### src/rtl/uart_rx.sv
// UART receiver, 8N1, LSB first, oversampled at 16x the bit rate.
//
// Ports:
//   clk            system clock, all state changes on its rising edge
//   rst_n          asynchronous active-low reset
//   baud_tick_16x  one-clk enable at 16x the bit rate
//   rx_line        asynchronous serial input, idle high
//   rx_data        last successfully received byte (held until the next good frame)
//   rx_valid       one-clk pulse: new byte on rx_data
//   frame_err      one-clk pulse: frame ended with a low stop bit
//   rx_busy        high while a frame is in progress
module uart_rx #(
   parameter int unsigned SYNC_STAGES = 2
) (
   input  logic       clk,
   input  logic       rst_n,
   input  logic       baud_tick_16x,
   input  logic       rx_line,
   output logic [7:0] rx_data,
   output logic       rx_valid,
   output logic       frame_err,
   output logic       rx_busy
);

   typedef enum logic [1:0] {StIdle, StStart, StData, StStop} state_e;

   logic [SYNC_STAGES-1:0] sync_q;
   logic                   rx_s;

   state_e     state_q, state_d;
   logic       armed_q, armed_d;
   logic [3:0] tcnt_q, tcnt_d;
   logic [2:0] bidx_q, bidx_d;
   logic [7:0] shift_q, shift_d;
   logic [7:0] data_q, data_d;
   logic       valid_q, valid_d;
   logic       ferr_q, ferr_d;

   // Synchronizer resets to idle-high so reset release never looks like a start edge.
   always_ff @(posedge clk or negedge rst_n) begin
      if (!rst_n) begin
         sync_q <= '1;
      end else begin
         sync_q <= {sync_q[SYNC_STAGES-2:0], rx_line};
      end
   end

   assign rx_s = sync_q[SYNC_STAGES-1];

   always_comb begin
      state_d = state_q;
      armed_d = armed_q;
      tcnt_d  = tcnt_q;
      bidx_d  = bidx_q;
      shift_d = shift_q;
      data_d  = data_q;
      valid_d = 1'b0;
      ferr_d  = 1'b0;

      if (baud_tick_16x) begin
         unique case (state_q)
            StIdle: begin
               // A start edge counts only after the line has been seen high, so a
               // held-low break cannot retrigger reception.
               if (rx_s) begin
                  armed_d = 1'b1;
               end else if (armed_q) begin
                  state_d = StStart;
                  tcnt_d  = 4'd0;
                  armed_d = 1'b0;
               end
            end
            StStart: begin
               if (tcnt_q == 4'd7) begin
                  if (!rx_s) begin
                     state_d = StData;
                     tcnt_d  = 4'd0;
                     bidx_d  = 3'd0;
                  end else begin
                     state_d = StIdle;  // glitch shorter than half a bit
                     tcnt_d  = 4'd0;
                  end
               end else begin
                  tcnt_d = tcnt_q + 4'd1;
               end
            end
            StData: begin
               if (tcnt_q == 4'd15) begin
                  shift_d = {rx_s, shift_q[7:1]};
                  tcnt_d  = 4'd0;
                  if (bidx_q == 3'd7) begin
                     state_d = StStop;
                  end else begin
                     bidx_d = bidx_q + 3'd1;
                  end
               end else begin
                  tcnt_d = tcnt_q + 4'd1;
               end
            end
            StStop: begin
               if (tcnt_q == 4'd15) begin
                  state_d = StIdle;
                  tcnt_d  = 4'd0;
                  if (rx_s) begin
                     data_d  = shift_q;
                     valid_d = 1'b1;
                     armed_d = 1'b1;  // high stop bit arms back-to-back reception
                  end else begin
                     ferr_d  = 1'b1;
                     armed_d = 1'b0;
                  end
               end else begin
                  tcnt_d = tcnt_q + 4'd1;
               end
            end
            default: begin
               state_d = StIdle;
            end
         endcase
      end
   end

   always_ff @(posedge clk or negedge rst_n) begin
      if (!rst_n) begin
         state_q <= StIdle;
         armed_q <= 1'b0;
         tcnt_q  <= 4'd0;
         bidx_q  <= 3'd0;
         shift_q <= 8'h00;
         data_q  <= 8'h00;
         valid_q <= 1'b0;
         ferr_q  <= 1'b0;
      end else begin
         state_q <= state_d;
         armed_q <= armed_d;
         tcnt_q  <= tcnt_d;
         bidx_q  <= bidx_d;
         shift_q <= shift_d;
         data_q  <= data_d;
         valid_q <= valid_d;
         ferr_q  <= ferr_d;
      end
   end

   assign rx_data   = data_q;
   assign rx_valid  = valid_q;
   assign frame_err = ferr_q;
   assign rx_busy   = (state_q != StIdle);

endmodule

### config.mk
export PLATFORM = sky130hd
export DESIGN_NAME = uart_rx
export DESIGN_NICKNAME = d
export VERILOG_FILES = /design/src/rtl/uart_rx.sv
export SDC_FILE = /design/constraint.sdc
export NUM_CORES = 1
export LEC_CHECK = 0
export ABC_AREA = 1
export ABC_CLOCK_PERIOD_IN_PS = 1690
export CORE_MARGIN = 5
export CORE_UTILIZATION = 58
export CTS_BUF_LIST = sky130_fd_sc_hd__clkbuf_8
export DETAILED_ROUTE_END_ITERATION = 12
export DONT_BUFFER_PORTS = 1
export PLACE_DENSITY = 0.74
export SLEW_MARGIN = 10
export SYNTH_ARGS = -nofsm -noshare
export SYNTH_HDL_FRONTEND = slang
export SYNTH_SLANG_ARGS = --single-unit
### constraint.sdc
create_clock -name clk -period 1.69 [get_ports clk]
set_input_delay 0.2535 -clock clk [delete_from_list [all_inputs] [get_ports clk]]
set_output_delay 0.2535 -clock clk [all_outputs]
set_load 0.1 [all_outputs]
== Word-level counts from Yosys, hierarchy flattened ==
Index checks and enable logic that the tools add are counted.

* Equality and inequality tests: 14
* $add $sub $neg: 2
* Muxes and demuxes: 28
* Reductions and logical operators: 11

{| class="wikitable"
|+ Operators with widths
! cell !! count
|-
| 2-to-1 mux 4 bit || 4
|-
| != test 2 bit (second input constant) || 8
|-
| 2-to-1 mux 2 bit || 7
|-
| 2-to-1 mux 3 bit || 4
|-
| one-hot mux 4 bit (3 select lines) || 1
|-
| 2-to-1 mux 1 bit || 9
|-
| AND reduction 3 bit || 3
|-
| one-hot mux 2 bit (4 select lines) || 1
|-
| AND reduction 7 bit || 1
|-
| one-hot mux 3 bit (2 select lines) || 1
|-
| AND reduction 6 bit || 1
|-
| nonzero test 2 bit || 3
|-
| adder 4 x 1 -> 4 bit (second input constant) || 1
|-
| == test 2 bit (second input constant) || 2
|-
| == test 4 x 3 -> 1 bit (second input constant) || 1
|-
| == test 4 bit (second input constant) || 1
|-
| AND reduction 4 bit || 1
|-
| adder 3 x 1 -> 3 bit (second input constant) || 1
|-
| == test 3 bit (second input constant) || 1
|-
| == test 2 x 1 -> 1 bit (second input constant) || 1
|-
| zero test 2 bit || 1
|-
| one-hot mux 1 bit (2 select lines) || 1
|-
| OR reduction 2 bit || 1
|}

* Input bits: 4
* Register bits: 30
* Output and inout bits: 11

== Depth between registers and ports, before layout ==
* Depth after elaboration: 4
* Depth in mapped cells: 8
* Mapped depth without buffers: 8

== Least setup slack after synthesis ==
No wires, ideal clock.

* Path type: register -> register
* Start: reg with a tool-made name
* End: reg tcnt_q[0]
* Path buffers: 0
* Setup time: 77 ps
* Cell stages (with the launch flop): 7
* Arrival time: 1,526 ps
* Setup slack: 87 ps
* Cell sequence: dfrtp_1 -> nor2_1 -> inv_1 -> nand2_1 -> a21oi_1 -> nor2_1 -> a21oi_1

{| class="wikitable"
|+ RTL lines
! what !! line !! source
|-
| end signal: assignment || 136 || <nowiki>tcnt_q <= tcnt_d;</nowiki>
|-
| end: declaration || 32 || <nowiki>logic [3:0] tcnt_q, tcnt_d;</nowiki>
|}

==> flow_metrics.env <==
export IMPL_finish_utilization_pct=71.3
export IMPL_synthCells=147
export IMPL_yosys_top_cells_count="nand2_1, dfrtp_1, inv_1, nor2_1, o21ai_0"
export IMPL_hold_viol_final=0
export IMPL_rr_worst_depth=8
export IMPL_maxSlewViolCount=0
export IMPL_drt_iter0_drc=23
export IMPL_dominantRegCellSynth="dfrtp_1"
export IMPL_synth_simple_area_share_pct=20.3
export IMPL_start_util_pct=60.7
export IMPL_timing_hold_ws_ns=0.139
export IMPL_syn_to_final_growth_pct=17.4
export IMPL_nets=173
export IMPL_synth_distinct_cells=19
export IMPL_synth_compound_area_share_pct=12.5
export IMPL_swShare_pct=37.7
export IMPL_rsz0062_at_grt="false"
export IMPL_synthTopCellsByArea="dfrtp_1, nand2_1, inv_1"
export IMPL_fin_skew_ns=0.00954
export IMPL_ys_seq_area_share_pct=56.6
export IMPL_cp_slowest_cell="dfrtp_1"
export IMPL_die_h_um=57.9
export IMPL_synthArstFlopShare_pct=100
export IMPL_ant_nets=0
export IMPL_die_area_sq_um=3350
export IMPL_synth_adder_area_share_pct=2.82
export IMPL_place_congestion=0.838
export IMPL_power_frac_clock_pct=26.5
export IMPL_root_buffer="clkbuf_8"
export IMPL_whs_path_depth=1
export IMPL_synth_top_family_by_area="simple AND/OR/NAND/NOR gates"
export IMPL_port_buffers=0
export IMPL_htree_levels=2
export IMPL_tritoncts="built"
export IMPL_timing_fmax_mhz=656
export IMPL_hold_end="tcnt_q[1]"
export IMPL_synthMuxAreaShare_pct=0
export IMPL_drt_pass1_iter_count=4
export IMPL_yosysMostFrequentCell="nand2_1"
export IMPL_dp_hpwl_mm=1.67
export IMPL_r2r_start="tcnt_q[0]"
export IMPL_min_path_type="in2reg"
export IMPL_num_io_pins=15
export IMPL_hp_start="baud_tick_16x"
export IMPL_ys_warn_count=0
export IMPL_clock_latency_ns=0.28
export IMPL_end_kind="register"
export IMPL_synth_top_area_cell="dfrtp_1"
export IMPL_synth_edff_count=0
export IMPL_drv_cap=0
export IMPL_synth_xor_xnor_area_share_pct=0.659
export IMPL_grt_usage_pct=16.2
export IMPL_combPwrFrac_pct=28.3
export IMPL_drc=0
export IMPL_power_density_nw_per_um2=1300
export IMPL_start_kind="register"
export IMPL_crit_top_cell="nand2_1"
export IMPL_clock_sinks=30
export IMPL_grt_pass1_wl_mm=4.15
export IMPL_via_count=1060
export IMPL_finalCritPeriodShare_pct=90.2
export IMPL_finalSetupViolCount=0
export IMPL_seqPwrFrac_pct=45.2
export IMPL_coreArea_sq_um=2190
export IMPL_postLayoutSetupSlackWorst_ns=0.165
export IMPL_synth_seq_cells=30
export IMPL_grt_pass1_vias=1000
export IMPL_outcome="finished, final reports clean"
export IMPL_cpPeakStageDelay_ns=0.40
export IMPL_syn_area_sq_um=1330
export IMPL_p_sw_mw=0.767
export IMPL_drt_total_wl_mm=2.43
export IMPL_power_mw=2.03
export IMPL_drive_gt1_share_pct=19.8
export IMPL_clk_pin_slew_worst_paths_ns=0.06
export IMPL_cp_arrival_ns=1.70
export IMPL_rows=17
export IMPL_worstPathMaxFanout=5
export IMPL_diodes=0
export IMPL_via_per_inst=5.44
export IMPL_synth_area_per_cell_sq_um=9.05
export IMPL_period_minus_slack_ns=1.52
export IMPL_worst_slew_pin_slew_ns=0.294
export IMPL_slew_limit_headroom_pct=80.4
export IMPL_worstPathCellList="ha_1, nand3_2, nand2_1, nand2_1, nor2_1, nand3_1, nand2_1, nand2_1"
export IMPL_path_class="reg2reg"
export IMPL_grt_max_degree=31
export IMPL_wl_per_cell_um=12.4
export IMPL_synth_nets=154
export IMPL_required_ns=1.86
export IMPL_synth_top_area_share_pct=52.7
export IMPL_grt_ovfl_total=0
export IMPL_p_leak_nw=0.792
export IMPL_intPower_mw=1.27
export IMPL_ir_drop_mv=0.857
export IMPL_dpl_worst_slack_ns=0.0982
export IMPL_die_w_um=57.9
export IMPL_numCtsBuffers=5
export IMPL_clk_path_buf_depth=2
export IMPL_r2r_slack_ns=0.17
export IMPL_fin_tns_setup_ns=0
export IMPL_antenna_found_initial=0
==> per-stage QoR <==
step | cells | cell area [sq um]
2_1_floorplan | 147 | 1330
3_3_place_gp | 184 | 1430
3_5_place_dp | 184 | 1430
4_1_cts | 195 | 1550
5_1_grt | 195 | 1560
6_report | 195 | 1560
==> worst max-delay path by stage <==
stage,from,end,cells past startpoint
final,tcnt_q[0],register,8
after global routing,tcnt_q[0],rx_data[5],6
after CTS,tcnt_q[0],rx_data[5],6
after detailed placement,tcnt_q[0],rx_data[5],6
after global placement,tcnt_q[0],rx_data[3],6
after floorplan,register,tcnt_q[0],6
==> power by group through the flow <==
stage	Sequential [mW]	Clock (mW)	Combinational [mW]
2_1_floorplan	0.900	0	0.445
3_3_place_gp	0.917	0	0.517
3_5_place_dp	0.924	0	0.543
4_1_cts	0.913	0.547	0.570
5_1_grt	0.933	0.584	0.637
6_report	0.920	0.539	0.574
==> area by class of cell <==
cell class | instances | area, sq um
sequential | 30 | 753
fill | 171 | 629
multi-input combinational | 96 | 497
timing repair buffer | 14 | 123
inverter | 19 | 71.3
clock buffer | 5 | 68.8
tap | 28 | 35.0
clock inverter | 3 | 13.8
==> layer usage <==
metal	track usage, %	vias to the layer above	share of wire (%)
li1	-	503	-
met1	18.8	510	42
met2	26.3	41	50
met3	6.24	6	6.8
met4	7.62	0	1.8
met5	0	-	0
==> what timing repair did <==
| action | in CTS | in global routing |
|---|---|---|
| setup endpoints to repair | 0 | 9 |
| hold endpoints to repair | 31 | 0 |
| resized for setup | 0 | 3 |
| setup buffers | 0 | 0 |
| hold buffers | 3 | 0 |
==> layout by cell type, fill, tap and decap left out <==
cell,instances
nand2_1,44
xor2_1,1
nor3_4,1
dfrtp_1,28
buf_4,11
buf_12,1
ha_1,3
clkbuf_8,5
nor3_1,1
nor4_1,1
inv_1,20
a21oi_1,5
o21ai_2,7
o21ai_1,3
nor2_1,10
nor2_2,1
nand2_4,1
a32o_1,1
clkinv_2,2
dfstp_2,2
nand2_2,1
o21ai_0,11
nand3_1,4
nand3_2,1
dlygate4sd3_1,2
==> flip-flops by register name (all words and copies together), names as in the netlist, named ones only <==
name       flops
rx_valid       1
rx_data        8
bidx_q         3
shift_q        8
sync_q         2
tcnt_q         4
state_q        1
armed_q        1
frame_err      1
==> worst max-delay path, delay by kind of cell (launching register included) <==
kind / cells / cell delay (ns)
DFF: 1 / 0.40
adders and majority gates: 1 / 0.26
and+or+nand+nor: 7 / 0.75
==> kinds of logic after synthesis <==
group / Yosys count
simple gates: 65
compound gates: 27
fa+ha+maj: 3
xor+xnor: 1
buf+inv: 21
flops: 30
No activity file was read; power rests on OpenSTA's default activity.
